==> config.mk <==
export PLATFORM = sky130hd
export DESIGN_NAME = alu_cmd_sequencer_flat
export DESIGN_NICKNAME = d
export VERILOG_FILES = /design/src/rtl/alu_cmd_sequencer_if.sv /design/src/rtl/alu_cmd_sequencer.sv /design/src/flat_wrapper.sv
export SDC_FILE = /design/constraint.sdc
export NUM_CORES = 1
export LEC_CHECK = 0
export ABC_AREA = 1
export BUFFER_PORTS_ARGS = -buffer_cell sky130_fd_sc_hd__buf_2
export CORE_MARGIN = 1.5
export CORE_UTILIZATION = 45
export DETAILED_ROUTE_END_ITERATION = 10
export GPL_TIMING_DRIVEN = 0
export PLACE_DENSITY = 0.67
export SKIP_CTS_REPAIR_TIMING = 1
export SLEW_MARGIN = 10
export SYNTH_ARGS = -nofsm -noshare
export SYNTH_HDL_FRONTEND = slang
export SYNTH_SLANG_ARGS = --single-unit
export TNS_END_PERCENT = 100
==> constraint.sdc <==
create_clock -name clk -period 1.69 [get_ports clk]
set_input_delay 0.169 -clock clk [delete_from_list [all_inputs] [get_ports clk]]
set_output_delay 0.169 -clock clk [all_outputs]
set_load 0.01 [all_outputs]
==> src/rtl/alu_cmd_sequencer_if.sv <==
// Byte-stream command input and result handshake between a producer/consumer
// and the ALU command sequencer.
interface alu_cmd_sequencer_if;
  logic       in_valid;
  logic [7:0] in_data;
  logic       in_ready;
  logic       res_valid;
  logic       res_ready;
  logic [7:0] res_data;

  modport master (
    output in_valid, in_data, res_ready,
    input  in_ready, res_valid, res_data
  );

  modport slave (
    input  in_valid, in_data, res_ready,
    output in_ready, res_valid, res_data
  );
endinterface

==> src/rtl/alu_cmd_sequencer.sv <==
// Assembles two-byte ALU commands, issues registered operands to the external
// combinational ALU, and holds the captured result behind a valid/ready port.
module alu_cmd_sequencer #(
  parameter int unsigned TIMEOUT  = 15,
  parameter logic [3:0]  ACC_INIT = 4'h0
) (
  input  logic                  clk,
  input  logic                  rst_n,
  alu_cmd_sequencer_if.slave    bus,
  output logic [3:0]            alu_a,
  output logic [3:0]            alu_b,
  output logic [3:0]            alu_opcode,
  input  logic [3:0]            alu_out,
  input  logic                  alu_z,
  input  logic                  alu_c,
  output logic [3:0]            acc,
  output logic [7:0]            op_count,
  output logic                  err
);

  localparam int unsigned TIMER_W = 8;

  typedef enum logic [1:0] {
    S_BYTE0 = 2'd0,
    S_BYTE1 = 2'd1,
    S_ISSUE = 2'd2,
    S_HOLD  = 2'd3
  } state_t;

  state_t               state_q;
  state_t               state_d;
  logic [3:0]           hold_a_q;
  logic [3:0]           hold_op_q;
  logic [TIMER_W-1:0]   timer_q;
  logic                 xfer_c;
  logic                 timeout_c;

  assign bus.in_ready = (state_q == S_BYTE0) || (state_q == S_BYTE1);
  assign xfer_c       = bus.in_valid && bus.in_ready;
  // A byte1 arriving on the expiry cycle still wins over the timeout.
  assign timeout_c    = (state_q == S_BYTE1) && !xfer_c &&
                        (timer_q == TIMER_W'(TIMEOUT));

  // Next-state logic
  always_comb begin
    state_d = state_q;
    case (state_q)
      S_BYTE0: if (xfer_c) state_d = S_BYTE1;
      S_BYTE1: begin
        if (xfer_c)         state_d = S_ISSUE;
        else if (timeout_c) state_d = S_BYTE0;
      end
      S_ISSUE: state_d = S_HOLD;
      S_HOLD:  if (bus.res_ready) state_d = S_BYTE0;
      default: state_d = S_BYTE0;
    endcase
  end

  // State register
  always_ff @(posedge clk or negedge rst_n) begin
    if (!rst_n) state_q <= S_BYTE0;
    else        state_q <= state_d;
  end

  // Command holding, operand issue, result capture and bookkeeping
  always_ff @(posedge clk or negedge rst_n) begin
    if (!rst_n) begin
      hold_a_q      <= '0;
      hold_op_q     <= '0;
      timer_q       <= '0;
      alu_a         <= '0;
      alu_b         <= '0;
      alu_opcode    <= '0;
      bus.res_valid <= 1'b0;
      bus.res_data  <= '0;
      acc           <= ACC_INIT;
      op_count      <= '0;
      err           <= 1'b0;
    end else begin
      case (state_q)
        S_BYTE0: begin
          if (xfer_c) begin
            hold_a_q  <= bus.in_data[7:4];
            hold_op_q <= bus.in_data[3:0];
            timer_q   <= '0;
          end
        end
        S_BYTE1: begin
          if (xfer_c) begin
            alu_opcode <= hold_op_q;
            alu_a      <= bus.in_data[0] ? acc : hold_a_q;
            alu_b      <= bus.in_data[7:4];
          end else if (timeout_c) begin
            err <= 1'b1;
          end else begin
            timer_q <= timer_q + TIMER_W'(1);
          end
        end
        S_ISSUE: begin
          bus.res_data  <= {2'b00, alu_c, alu_z, alu_out};
          acc           <= alu_out;
          op_count      <= op_count + 8'd1;
          bus.res_valid <= 1'b1;
        end
        S_HOLD: begin
          if (bus.res_ready) bus.res_valid <= 1'b0;
        end
        default: ;
      endcase
    end
  end

endmodule

==> src/flat_wrapper.sv <==
// flat-port wrapper written by rule: the top's interface ports become plain ports
module alu_cmd_sequencer_flat 
#(
  parameter int unsigned TIMEOUT  = 15,
  parameter logic [3:0]  ACC_INIT = 4'h0
)
  (clk, rst_n, alu_a, alu_b, alu_opcode, alu_out, alu_z, alu_c, acc, op_count, err, bus_in_valid, bus_in_data, bus_res_ready, bus_in_ready, bus_res_valid, bus_res_data);
  alu_cmd_sequencer_if bus_i ();
  input  logic clk;
  input  logic rst_n;
  output logic [3:0] alu_a;
  output logic [3:0] alu_b;
  output logic [3:0] alu_opcode;
  input  logic [3:0] alu_out;
  input  logic alu_z;
  input  logic alu_c;
  output logic [3:0] acc;
  output logic [7:0] op_count;
  output logic err;
  input wire logic [$bits(bus_i.in_valid)-1:0] bus_in_valid;
  input wire logic [$bits(bus_i.in_data)-1:0] bus_in_data;
  input wire logic [$bits(bus_i.res_ready)-1:0] bus_res_ready;
  output wire logic [$bits(bus_i.in_ready)-1:0] bus_in_ready;
  output wire logic [$bits(bus_i.res_valid)-1:0] bus_res_valid;
  output wire logic [$bits(bus_i.res_data)-1:0] bus_res_data;
  assign bus_i.in_valid = bus_in_valid;
  assign bus_i.in_data = bus_in_data;
  assign bus_i.res_ready = bus_res_ready;
  assign bus_in_ready = bus_i.in_ready;
  assign bus_res_valid = bus_i.res_valid;
  assign bus_res_data = bus_i.res_data;
  alu_cmd_sequencer #(.TIMEOUT(TIMEOUT), .ACC_INIT(ACC_INIT)) u_core (.clk(clk), .rst_n(rst_n), .bus(bus_i), .alu_a(alu_a), .alu_b(alu_b), .alu_opcode(alu_opcode), .alu_out(alu_out), .alu_z(alu_z), .alu_c(alu_c), .acc(acc), .op_count(op_count), .err(err));
endmodule
==> results.cfg <==
[status]
outcome = finished, final reports clean

[worst_setup_path]
cp.required_ps = 1930
path_delay_family = simple AND/OR/NAND/NOR gates
critical_path.max_stage_delay_ps = 480
cp.arrival_ps = 1820
crit_path_frequent_cell = nand2_2
cpMaxStageDelayCell = dfrtp_1
timing.critical_path.cells = ha_2, nand3_1, nor2_2, nand2_2, nand2_4, buf_12, nand2_2, o21ai_2
worst-path-buf-inv = 1
timing_worst_setup_path_type = register to register
crit_path_start_kind = register
timing.critical_path.to_type = register
critical_path_peak_fanout = 10

[global_route]
globalRouteTotalUtil_pct = 17.0
grt_antenna_before_repair = 0
first_global_vias = 1567
grt-ovfl-total = 0
global_route_wire_length_before_repair_microns = 6990
grt_start_max_net_pins = 47

[timing]
timing_worst_slew_pin_value_ps = 1010
setup_viol_count_final = 0
fin_setup_tns_ps = 0
final.period_utilization_pct = 93.5
worst_max_slew_margin_expressed_relative_to_the_limit_pct = 32.8
timing_max_transition_violations_final = 0
unrepaired_setup_endpoints_after_global_routing = no
min_period_ps = 1580
hold-worst-slack_ps = 29.5
timing.fmax_mhz = 633
finalHoldViolCount = 0
timing.clock.skew_ps = 5.87

[power_and_ir_drop]
power.combinational.fraction_pct = 40.3
cell_internal_pwr_mw = 2.54
switching_power_of_the_nets_mw = 1.68
power.total_mw = 4.22
powerDensity_mw_per_mm2 = 1580
power.share.switching_pct = 39.8
vdd_ir_drop_max_mv = 0.832
total_leakage_power_nw = 1.45
share_seq_of_total_power_pct = 43.6
power.clock.fraction_pct = 16.1

[floorplan]
ioPinCount = 53
die_height_microns = 73.5
starting_density_pct = 47.1
fp.dieArea_sq_mm = 0.00540
dieWidth_microns = 73.5
core.rowCount = 25
floorplan_core_area_sq_mm = 0.00475

[clock_tree]
clock_tree.buffer_depth = 2
root_buffer = clkbuf_8
cts.sink_count = 46
tritoncts_clock_tree = yes
htree_num_levels = 2
clk_transition_reported_paths_ps = 90
number_of_buffers_created_by_cts = 5
worstSkewPairLatency_ps = 300

[finish]
drive_above_1_share_pct = 30.6
antennaDiodeCount = 0
post-route-cell-area_sq_mm = 0.00267
syn_to_final_growth_pct = 19.2
finish.net_count = 336

[synth]
synthesized_area_divided_by_synthesized_cell_count_sq_um = 8.67
mappedNetlistArea_sq_mm = 0.00224
ys_seq_area_share_pct = 51.5
number_of_library_cell_types_mapped_by_synthesis = 30
synth.ff_latch_count = 46
synth-warning-count = 0
post_synth_inst_count = 258

[placed_design]
dp_hpwl_microns = 3020
buffer_ports.inserted = 50
placed_area_sq_mm = 0.00257
gp_congestion = 0.807

[routing]
routed_via_density = 4.64
drt-total-wl_microns = 4230
wire_per_inst_microns = 11.0
post-route-drc-count = 0
drtPass1Iterations = 5
dr_total_vias = 1782
ant_nets = 0
drt-initial-drc-count = 64

[flow_run]
cap_violations = 0

[min_path]
worstHoldPathType = input port to asynchronous set/reset pin
[area by class of cell]
cell class | count | area, sq um
Inverter | 28 | 105
Timing Repair Buffer | 50 | 250
Buffer | 11 | 97.6
Fill cell | 485 | 2090
Sequential cell | 46 | 1150
Multi-Input combinational cell | 174 | 890
Tap cell | 67 | 83.8
Clock inverter | 3 | 21.3
Clock buffer | 5 | 68.8
[cells by family (layout without fill, tap and decap cells)]
logic type | after synthesis | count (layout) | synth area share (%)
AND/OR/NAND/NOR | 135 | 135 | 26.6
XOR/XNOR | 6 | 6 | 2.35
AO/OA/AOI/OAI | 26 | 26 | 7.77
adder cells (fa/ha/maj) | 2 | 2 | 1.12
other | 1 | 2 | 0.168
multiplexers | 3 | 3 | 1.51
buffers and inverters | 39 | 97 | 9.06
flip-flops | 46 | 46 | 51.5
[final timing paths]
path | startpoint | end | slack [ps] | cells past startpoint
max reg2reg | u_core.timer_q[0] | u_core.timer_q[5] | 110 | 8
min | rst_n | u_core.timer_q[3] | 30 | 1
min reg2reg | u_core.alu_opcode[1] | u_core.alu_opcode[1] | 470 | 2
max in group asynchronous | rst_n | u_core.bus.res_valid | 1040 | 1
max | u_core.timer_q[0] | u_core.timer_q[5] | 110 | 8
min in group clk | alu_z | u_core.bus.res_data[4] | 70 | 3
[metrics by stage]
| step | instances | util (%) | setup slack (ps) |
|---|---|---|---|
| 3_5_place_dp | 376 | 54.2 | 90.3 |
| 2_1_floorplan | 259 | - | 269 |
| 3_3_place_gp | 376 | 54.2 | 104 |
| 5_1_grt | 384 | 56.1 | 1.88 |
| 6_report | 384 | 56.1 | 111 |
| 4_1_cts | 384 | 56.1 | 57.9 |
[metal layers]
metal / global-route usage [%] / up-vias / part of all wire [%]
li1: - / 915 / -
met1: 22.3 / 814 / 48
met2: 26.6 / 47 / 46
met3: 4.25 / 6 / 4.9
met4: 7.41 / 0 / 1.7
met5: 0 / - / 0
[Yosys cell counts]
cell      instances  area [sq um]
a21oi_1           2          10.0
buf_12            1          20.0
buf_2             2          10.0
buf_4             6          45.0
buf_6             2          22.5
clkinv_1          1          3.75
conb_1            1          3.75
dfrtp_1          46          1150
ha_1              2          25.0
inv_1            25          93.8
inv_2             2          7.51
mux2_2            3          33.8
nand2_1          85           319
nand2_2           8          50.1
nand2_4           1          11.3
nand3_1          15          75.1
nand3_2           1          10.0
nand3b_1          1          7.51
nand4_1           4          25.0
nor2_1           15          56.3
nor2_2            1          6.26
nor2_4            2          22.5
nor3_1            1          5.00
o21ai_0          15          75.1
o21ai_2           5          43.8
o31ai_1           1          7.51
o31ai_2           3          37.5
or2_2             1          6.26
xnor2_1           3          26.3
xor2_1            3          26.3
[flip-flops by register name (all words and copies together), names as in the netlist, 3 cells and up, named ones only]
name	count
u_core.op_count	8
u_core.timer_q	8
u_core.alu_a	4
u_core.alu_b	4
u_core.alu_opcode	4
u_core.hold_a_q	4
u_core.hold_op_q	4
u_core.acc	3
u_core.bus.res_data	3
[power groups by stage]
stage	Sequential, mW	Combinational (mW)	Clock, mW
final	1.84	1.70	0.681
after floorplan	1.94	1.05	0
after global routing	1.90	1.93	0.755
after CTS	1.84	1.73	0.713
after detailed placement	1.86	1.73	0
after global placement	1.85	1.70	0
[cells in the final DEF, fill, tap and decap left out, drive strengths merged]
cell	n
a21oi	2
buf	61
clkbuf	5
clkinv	3
clkinvlp	1
conb	2
dfrtp	46
ha	2
inv	27
mux2	3
nand2	94
nand3	16
nand3b	1
nand4	4
nor2	18
nor3	1
o21ai	20
o31ai	4
or2	1
xnor2	3
xor2	3
(Power assumes the default switching activity.)
